==> src/rtl/apb_pkg.sv <==
// Shared APB arbiter types: FSM state encoding and default bus widths.
package apb_pkg;

  localparam int APB_AW = 4;
  localparam int APB_DW = 8;

  typedef enum logic [1:0] {
    IDLE,
    SETUP,
    ACCESS
  } apb_state_e;

endpackage

==> src/rtl/rr_arb2.sv <==
// Two-input round-robin arbiter; combinational grant, pointer advances past the winner on an enabled grant.
module rr_arb2 (
  input  logic       clk_i,
  input  logic       rstn_i,
  input  logic [1:0] req_i,
  input  logic       enable_i,
  output logic [1:0] grant_o,
  output logic       any_o
);

  logic ptr_q, ptr_d;

  always_comb begin
    grant_o = req_i;
    if (req_i == 2'b11) grant_o = ptr_q ? 2'b10 : 2'b01;
  end

  assign any_o = |req_i;

  // Winner 0 hands preference to 1 and vice versa.
  always_comb begin
    ptr_d = ptr_q;
    if (enable_i && any_o) ptr_d = ~grant_o[1];
  end

  always_ff @(posedge clk_i) begin
    if (!rstn_i) ptr_q <= 1'b0;
    else         ptr_q <= ptr_d;
  end

endmodule

==> src/rtl/apb_mem_arbiter.sv <==
// Two-requester APB master: round-robin grant, SETUP/ACCESS sequencing, PREADY wait with timeout abort.
// All outputs registered; back-to-back transfers every 2 cycles with a zero-wait slave.
module apb_mem_arbiter
  import apb_pkg::*;
#(
  parameter int AW      = APB_AW,
  parameter int DW      = APB_DW,
  parameter int TIMEOUT = 16
) (
  input  logic            clk,
  input  logic            rstn,
  input  logic [1:0]      req_valid,
  input  logic [1:0]      req_write,
  input  logic [2*AW-1:0] req_addr,
  input  logic [2*DW-1:0] req_wdata,
  output logic [1:0]      req_ack,
  output logic [1:0]      req_done,
  output logic            req_err,
  output logic [DW-1:0]   req_rdata,
  output logic            PSEL,
  output logic            PENABLE,
  output logic            PWRITE,
  output logic [AW-1:0]   PADDR,
  output logic [DW-1:0]   PWDATA,
  input  logic [DW-1:0]   PRDATA,
  input  logic            PREADY
);

  localparam int CW = $clog2(TIMEOUT + 2);

  apb_state_e     state_q, state_d;
  logic [CW-1:0]  cnt_q, cnt_d;
  logic           owner_q, owner_d;
  logic [1:0]     ack_q, ack_d;
  logic [1:0]     done_q, done_d;
  logic           err_q, err_d;
  logic [DW-1:0]  rdata_q, rdata_d;
  logic           psel_q, psel_d;
  logic           penable_q, penable_d;
  logic           pwrite_q, pwrite_d;
  logic [AW-1:0]  paddr_q, paddr_d;
  logic [DW-1:0]  pwdata_q, pwdata_d;

  logic [1:0]     grant;
  logic           any_req;
  logic           arb_en;
  logic           gidx;

  // Arbitration happens only where a new transfer may start.
  assign arb_en = (state_q == IDLE) || (state_q == ACCESS && PREADY);
  assign gidx   = grant[1];

  rr_arb2 u_arb (
    .clk_i    (clk),
    .rstn_i   (rstn),
    .req_i    (req_valid),
    .enable_i (arb_en),
    .grant_o  (grant),
    .any_o    (any_req)
  );

  always_comb begin
    state_d   = state_q;
    cnt_d     = cnt_q;
    owner_d   = owner_q;
    ack_d     = 2'b00;
    done_d    = 2'b00;
    err_d     = 1'b0;
    rdata_d   = rdata_q;
    psel_d    = psel_q;
    penable_d = penable_q;
    pwrite_d  = pwrite_q;
    paddr_d   = paddr_q;
    pwdata_d  = pwdata_q;

    unique case (state_q)
      IDLE: begin
        psel_d    = 1'b0;
        penable_d = 1'b0;
      end
      SETUP: begin
        penable_d = 1'b1;
        state_d   = ACCESS;
      end
      ACCESS: begin
        if (PREADY) begin
          done_d    = owner_q ? 2'b10 : 2'b01;
          penable_d = 1'b0;
          psel_d    = 1'b0;
          state_d   = IDLE;
          if (!pwrite_q) rdata_d = PRDATA;
        end else begin
          cnt_d = cnt_q + 1'b1;
          if (TIMEOUT > 0 && cnt_d == CW'(TIMEOUT)) begin
            done_d    = owner_q ? 2'b10 : 2'b01;
            err_d     = 1'b1;
            psel_d    = 1'b0;
            penable_d = 1'b0;
            cnt_d     = '0;
            state_d   = IDLE;
          end
        end
      end
      default: state_d = IDLE;
    endcase

    // A grant overrides the idle/completion defaults above and launches SETUP.
    if (arb_en && any_req) begin
      state_d   = SETUP;
      psel_d    = 1'b1;
      penable_d = 1'b0;
      owner_d   = gidx;
      ack_d     = grant;
      cnt_d     = '0;
      pwrite_d  = req_write[gidx];
      paddr_d   = gidx ? req_addr[2*AW-1:AW]  : req_addr[AW-1:0];
      pwdata_d  = gidx ? req_wdata[2*DW-1:DW] : req_wdata[DW-1:0];
    end
  end

  always_ff @(posedge clk) begin
    if (!rstn) begin
      state_q   <= IDLE;
      cnt_q     <= '0;
      owner_q   <= 1'b0;
      ack_q     <= 2'b00;
      done_q    <= 2'b00;
      err_q     <= 1'b0;
      rdata_q   <= '0;
      psel_q    <= 1'b0;
      penable_q <= 1'b0;
      pwrite_q  <= 1'b0;
      paddr_q   <= '0;
      pwdata_q  <= '0;
    end else begin
      state_q   <= state_d;
      cnt_q     <= cnt_d;
      owner_q   <= owner_d;
      ack_q     <= ack_d;
      done_q    <= done_d;
      err_q     <= err_d;
      rdata_q   <= rdata_d;
      psel_q    <= psel_d;
      penable_q <= penable_d;
      pwrite_q  <= pwrite_d;
      paddr_q   <= paddr_d;
      pwdata_q  <= pwdata_d;
    end
  end

  assign req_ack   = ack_q;
  assign req_done  = done_q;
  assign req_err   = err_q;
  assign req_rdata = rdata_q;
  assign PSEL      = psel_q;
  assign PENABLE   = penable_q;
  assign PWRITE    = pwrite_q;
  assign PADDR     = paddr_q;
  assign PWDATA    = pwdata_q;

endmodule
==> config.mk <==
export PLATFORM = sky130hd
export DESIGN_NAME = apb_mem_arbiter
export DESIGN_NICKNAME = d
export VERILOG_FILES = /design/src/rtl/apb_pkg.sv /design/src/rtl/rr_arb2.sv /design/src/rtl/apb_mem_arbiter.sv
export SDC_FILE = /design/constraint.sdc
export NUM_CORES = 1
export LEC_CHECK = 0
export BUFFER_PORTS_ARGS = -buffer_cell sky130_fd_sc_hd__buf_2
export CAP_MARGIN = 5
export CORE_MARGIN = 4
export CORE_UTILIZATION = 30
export DETAILED_ROUTE_END_ITERATION = 16
export PLACE_DENSITY_LB_ADDON = 0.15
export SLEW_MARGIN = 20
export SYNTH_ARGS = -nofsm -noshare
export SYNTH_HDL_FRONTEND = slang
export SYNTH_HIERARCHICAL = 1
export SYNTH_SLANG_ARGS = --single-unit
export TNS_END_PERCENT = 5
==> constraint.sdc <==
create_clock -name clk -period 3.4 [get_ports clk]
set_input_delay 0.51 -clock clk [delete_from_list [all_inputs] [get_ports clk]]
set_output_delay 0.51 -clock clk [all_outputs]
set_load 0.1 [all_outputs]
# After elaboration in Yosys (flattened, before gate mapping)
# Cells that the tools add are included.
# W data, S select, Z words.
[totals] rom_bits=0 latchBits=0 mem_bits_rw=0 n_memories=0 out_inout_bits=28 wordCells=66 ff_bits=37
[classes] n_eq_ne=7 magnitude_cmp=1 n_bitwise=6 n_addsub=1 multipliers=0 reduce_logical=17 div_mod_pow=0 shift=0 muxes=20
[op_table] operator="$mux W2" count=7
[op_table] operator="$reduce_and A2 Y1" count=7
[op_table] operator="$mux W8" count=1
[op_table] operator="$mux W1" count=7
[op_table] operator="$not A1 Y1" count=6
[op_table] operator="$pmux W2 S3" count=1
[op_table] operator="$reduce_bool A3 Y1" count=2
[op_table] operator="$add A5 B1 Y5 const B" count=1
[op_table] operator="$eq A5 B5 Y1 const B" count=1
[op_table] operator="$mux W5" count=1
[op_table] operator="$eq A2 B2 Y1 const B" count=2
[op_table] operator="$mux W4" count=1
[op_table] operator="$ne A4 B2 Y1 const B" count=1
[op_table] operator="$reduce_or A2 Y1" count=2
[op_table] operator="$ne A3 B2 Y1 const B" count=1
[op_table] operator="$pmux W1 S3" count=1
[op_table] operator="$reduce_and A3 Y1" count=1
[op_table] operator="$reduce_or A3 Y1" count=1
[op_table] operator="$eq A2 B1 Y1 const B" count=1
[op_table] operator="$logic_and A1 B1 Y1" count=2
[op_table] operator="$logic_not A2 Y1" count=1
[op_table] operator="$lt A1 B2 Y1 const B" count=1
[op_table] operator="$ne A2 B1 Y1 const B" count=1
[op_table] operator="$pmux W1 S2" count=1
[op_table] operator="$logic_or A1 B1 Y1" count=1

# Logic depth before layout (Yosys ltp)
[logic_depth] word_depth=6 ltp_mapped=6

# Hierarchy
# Netlist, hierarchy kept.
[by_module_without_submodules] module="apb_mem_arbiter" n_inst=1 cells_each=153 area_per_inst_um2=1614.0
[by_module_without_submodules] module="rr_arb2" n_inst=1 cells_each=8 area_per_inst_um2=67.6

# Worst setup path before layout
# OpenSTA, ideal clock, no wires.
[synth_path] kind="reg2reg" from="register pwrite_q (netlist: PWRITE)" to="register rdata_q[0] (netlist: req_rdata[0])" setup_slack_ns=1.784 setup_time_ns=0.129 path_stages_with_launch=5 synth_period_minus_slack_ns=1.616 t_required_ns=3.271 n_path_buf=1 t_arrival_ns=1.487 cell_sequence="dfxtp_1 > nor4bb_1 > buf_4 > mux2i_1 > nor2_1"
[synth_between] elab_chain_cells=2
[synth_lines] element="start, declared" line_no="apb_mem_arbiter.sv:40" source="logic pwrite_q, pwrite_d;"
[synth_lines] element="start signal, assigned" line_no="apb_mem_arbiter.sv:145" source="pwrite_q <= pwrite_d;"
[synth_lines] element="$not A1 Y1 (no source line)"
[synth_lines] element="$reduce_and A3 Y1 (no source line)"
[synth_lines] element="end signal, assigned" line_no="apb_mem_arbiter.sv:142" source="rdata_q <= rdata_d;"
[synth_lines] element="end, declared" line_no="apb_mem_arbiter.sv:37" source="logic [DW-1:0] rdata_q, rdata_d;"
# Every way passes these cells.
# A chain may end at the register's enable or synchronous reset.

# Worst setup path after layout
[layout_path] from="register u_arb.ptr_q" to="register pwdata_q[3] (netlist: PWDATA[3])"
[layout_between] elab_chain_cells=3
[layout_lines] element="start, declared" line_no="rr_arb2.sv:11" source="logic ptr_q, ptr_d;"
[layout_lines] element="start signal, assigned" line_no="rr_arb2.sv:28" source="else ptr_q <= ptr_d;"
[layout_lines] element="$mux W2 (2 in a row)" line_no="rr_arb2.sv:15" source="if (req_i == 2'b11) grant_o = ptr_q ? 2'b10 : 2'b01;"
[layout_lines] element="via grant[1]" line_no="apb_mem_arbiter.sv:44" source="logic [1:0] grant;"
[layout_lines] element="$mux W8" line_no="apb_mem_arbiter.sv:117" source="pwdata_d = gidx ? req_wdata[2*DW-1:DW] : req_wdata[DW-1:0];"
[layout_lines] element="end signal, assigned" line_no="apb_mem_arbiter.sv:147" source="pwdata_q <= pwdata_d;"
[layout_lines] element="end, declared" line_no="apb_mem_arbiter.sv:42" source="logic [DW-1:0] pwdata_q, pwdata_d;"
# The timed path passes the listed nets, and every way through them passes these cells.

==> flow_summary.ini <==
[floorplan]
pin_count = 67
rows = 26
core_area_mm2 = 0.00527
start_util = 0.319
die_area_mm2 = 0.00687
die_w_um = 82.9
die_height_um = 82.9

[yosys]
synth_async_sr_flop_share = 0
synth_area_mm2 = 0.00168
ys_seq_elements = 37
synth_cell_type_count = 39
syn_nets = 202
ys.flop_type = dfxtp_1
yosys-top-cells-area = dfxtp_1 44%, mux2i_1 14%, a211oi_2 9.7%
synth_top_area_cell = dfxtp_1
synth_top_area_share = 0.440
synth_edf_count = 0
avgSynthCellArea_um2 = 10.4
syn_inst = 161
ys_seq_area_frac = 0.440
ys_warn_count = 6

[power_and_ir_drop]
p_per_area_mw_per_mm2 = 514
power_leakage_nw = 0.953
ir_drop_mv = 0.186
total_power_mw = 1.11

[cts]
cts_hold_buf = 0
ctsHtreeMaxLevel = 2
cts_tree = done
clk_latency_ps = 290
cts_buffer_depth = 2
cts.repair.resized = 0
cts_root_buffer = clkbuf_8
clock_sinks = 37
cts-buffers-inserted = 5
post_cts_buffers = 0
clkTransAtPathRegs_ps = 80

[hold_path]
min_path_type = in -> reg
min_path_cells = 3

[timing]
post-route-period-util = 0.522
timing.clock.skew_ps = 5.91
drv_slew = 0
rsz0062_at_grt = false
finalHoldViolCount = 0
fin_crit_ps = 1780
tightest_slew_ps = 1010
slew_headroom = 0.325
setup_viol = 0
fin_tns_setup_ps = 0
fmax_mhz = 563

[global_route]
grt_overflow = 0
antenna_found_initial = 0
grt_use_total = 0.115
grt_pass1_wl_um = 6600
grt_pass1_vias = 1470
grt_max_degree = 32

[final_layout]
fillCellCount = 532
area_growth_pct = 28.3
antenna_cells = 0
fin_nets = 269
layout-drive-gt1-share = 0.428

[setup_path]
critPathMaxFanout = 15
reg2regPathDepth = 4
crit_required_ps = 3610
arrival_ps = 1990
end_kind = flop
criticalPathCategory = reg -> reg
start_kind = flop

[placed_design]
hpwlAfterDp_um = 2720
port_buffers = 66
routabilityCongestion = 0.759

[run_status]
status = completed

[drt]
dr.first_iter.drc_count = 43
via_per_inst = 4.64
drc = 0
firstDrtPassIters = 4
wl_per_cell_um = 12.6
drt-total-wl_um = 3780
vias = 1387
ant_nets = 0

[run]
cap_violations = 0
[registers in the layout (all words and copies together), names as in the netlist]
signal and cells:
PADDR 4, req_ack 2, PSEL 1, PENABLE 1, u_arb/ptr_q 1, PWRITE 1
PWDATA 8, cnt_q 5, owner_q 1, state_q 2, req_done 2, req_rdata 8
req_err 1
[cells in the mapped netlist, drive strengths merged (2+ instances only)]
master and number:
buf 7, nand3b 2, a211oi 13, and2 2, a21oi 3, nor3b 2, mux2i 23, xor2 3
clkbuf 2, o22ai 2, o21a 2, nand2 4, and3 3, dfxtp 37, a21boi 2, nand3 4
nor2b 2, nor2 28, inv 2, ha 2
[per-layer routing]
metal	GRT usage	wire (um)	share of wire
met5	0	0	0
met4	0.0401	59	0.016
met3	0.0416	257	0.068
met2	0.195	1770	0.47
met1	0.133	1690	0.45
[cells by family after synthesis]
| family | Yosys count | synth area share |
|---|---|---|
| adders and majority gates | 2 | 0.0149 |
| DFF | 37 | 0.440 |
| xor gates and xnor gates | 3 | 0.0156 |
| buffers and inverters | 12 | 0.0424 |
| and+or+nand+nor | 55 | 0.181 |
| muxes | 24 | 0.144 |
| AOI/OAI and AO/OA | 28 | 0.162 |
[metrics by stage]
step	util	setup WS [ps]	cell area, um2	hold WS (ps)	std cells
6_report	0.410	1620	2160	454	299
5_1_grt	0.410	1490	2160	459	299
4_1_cts	0.410	1600	2160	439	299
3_5_place_dp	0.393	1430	2070	485	291
3_3_place_gp	0.393	1420	2070	476	291
2_1_floorplan	-	1780	1680	463	161
[worst paths after layout]
path | startpoint | to | slack [ps]
max reg2reg | u_arb/ptr_q | PWDATA[3] | 1620
min reg2reg | req_rdata[6] | req_rdata[6] | 500
max | u_arb/ptr_q | PWDATA[3] | 1620
min | PRDATA[1] | req_rdata[1] | 450
[cells in the final DEF (no fill, tap or decap), types with 2 or more instances in the layout]
cell / netlist / layout
ha_1: 2 / 2
buf_2: 3 / 66
o21a_1: 2 / 2
a21oi_1: 3 / 3
xor2_1: 3 / 3
buf_4: 2 / 3
nand2_1: 4 / 4
nand3b_1: 2 / 2
a211oi_2: 13 / 13
nor2_1: 28 / 28
o22ai_1: 2 / 2
and3_1: 3 / 3
dfxtp_1: 37 / 37
mux2i_1: 23 / 23
inv_1: 2 / 2
nor3b_4: 2 / 2
clkinv_2: 0 / 2
clkbuf_8: 0 / 5
and2_1: 2 / 2
nand3_1: 4 / 4
[critical path, stage by stage, from the launching register on]
cell      delay (ps)
dfxtp_1          380
inv_1             60
a21boi_2         790
mux2i_1          220
a211oi_2         240
[power by group]
group          switching [mW]  total, mW  internal [mW]
clock                   0.155      0.297          0.141
combinational           0.252      0.332         0.0801
sequential             0.0186      0.480          0.462
total                   0.426       1.11          0.683
[layout make-up]
type                            count  area, um2  share of cell area
Clock buffer                        5       68.8              0.0319
Clock inverter                      3       17.5             0.00812
Inverter                            3       11.3             0.00522
Multi-Input combinational cell    112        880               0.408
Sequential cell                    37        741               0.343
Tap cell                           70       87.6              0.0406
Timing Repair Buffer               69        353               0.163
Note: power is estimated with default switching activity, not from simulation.
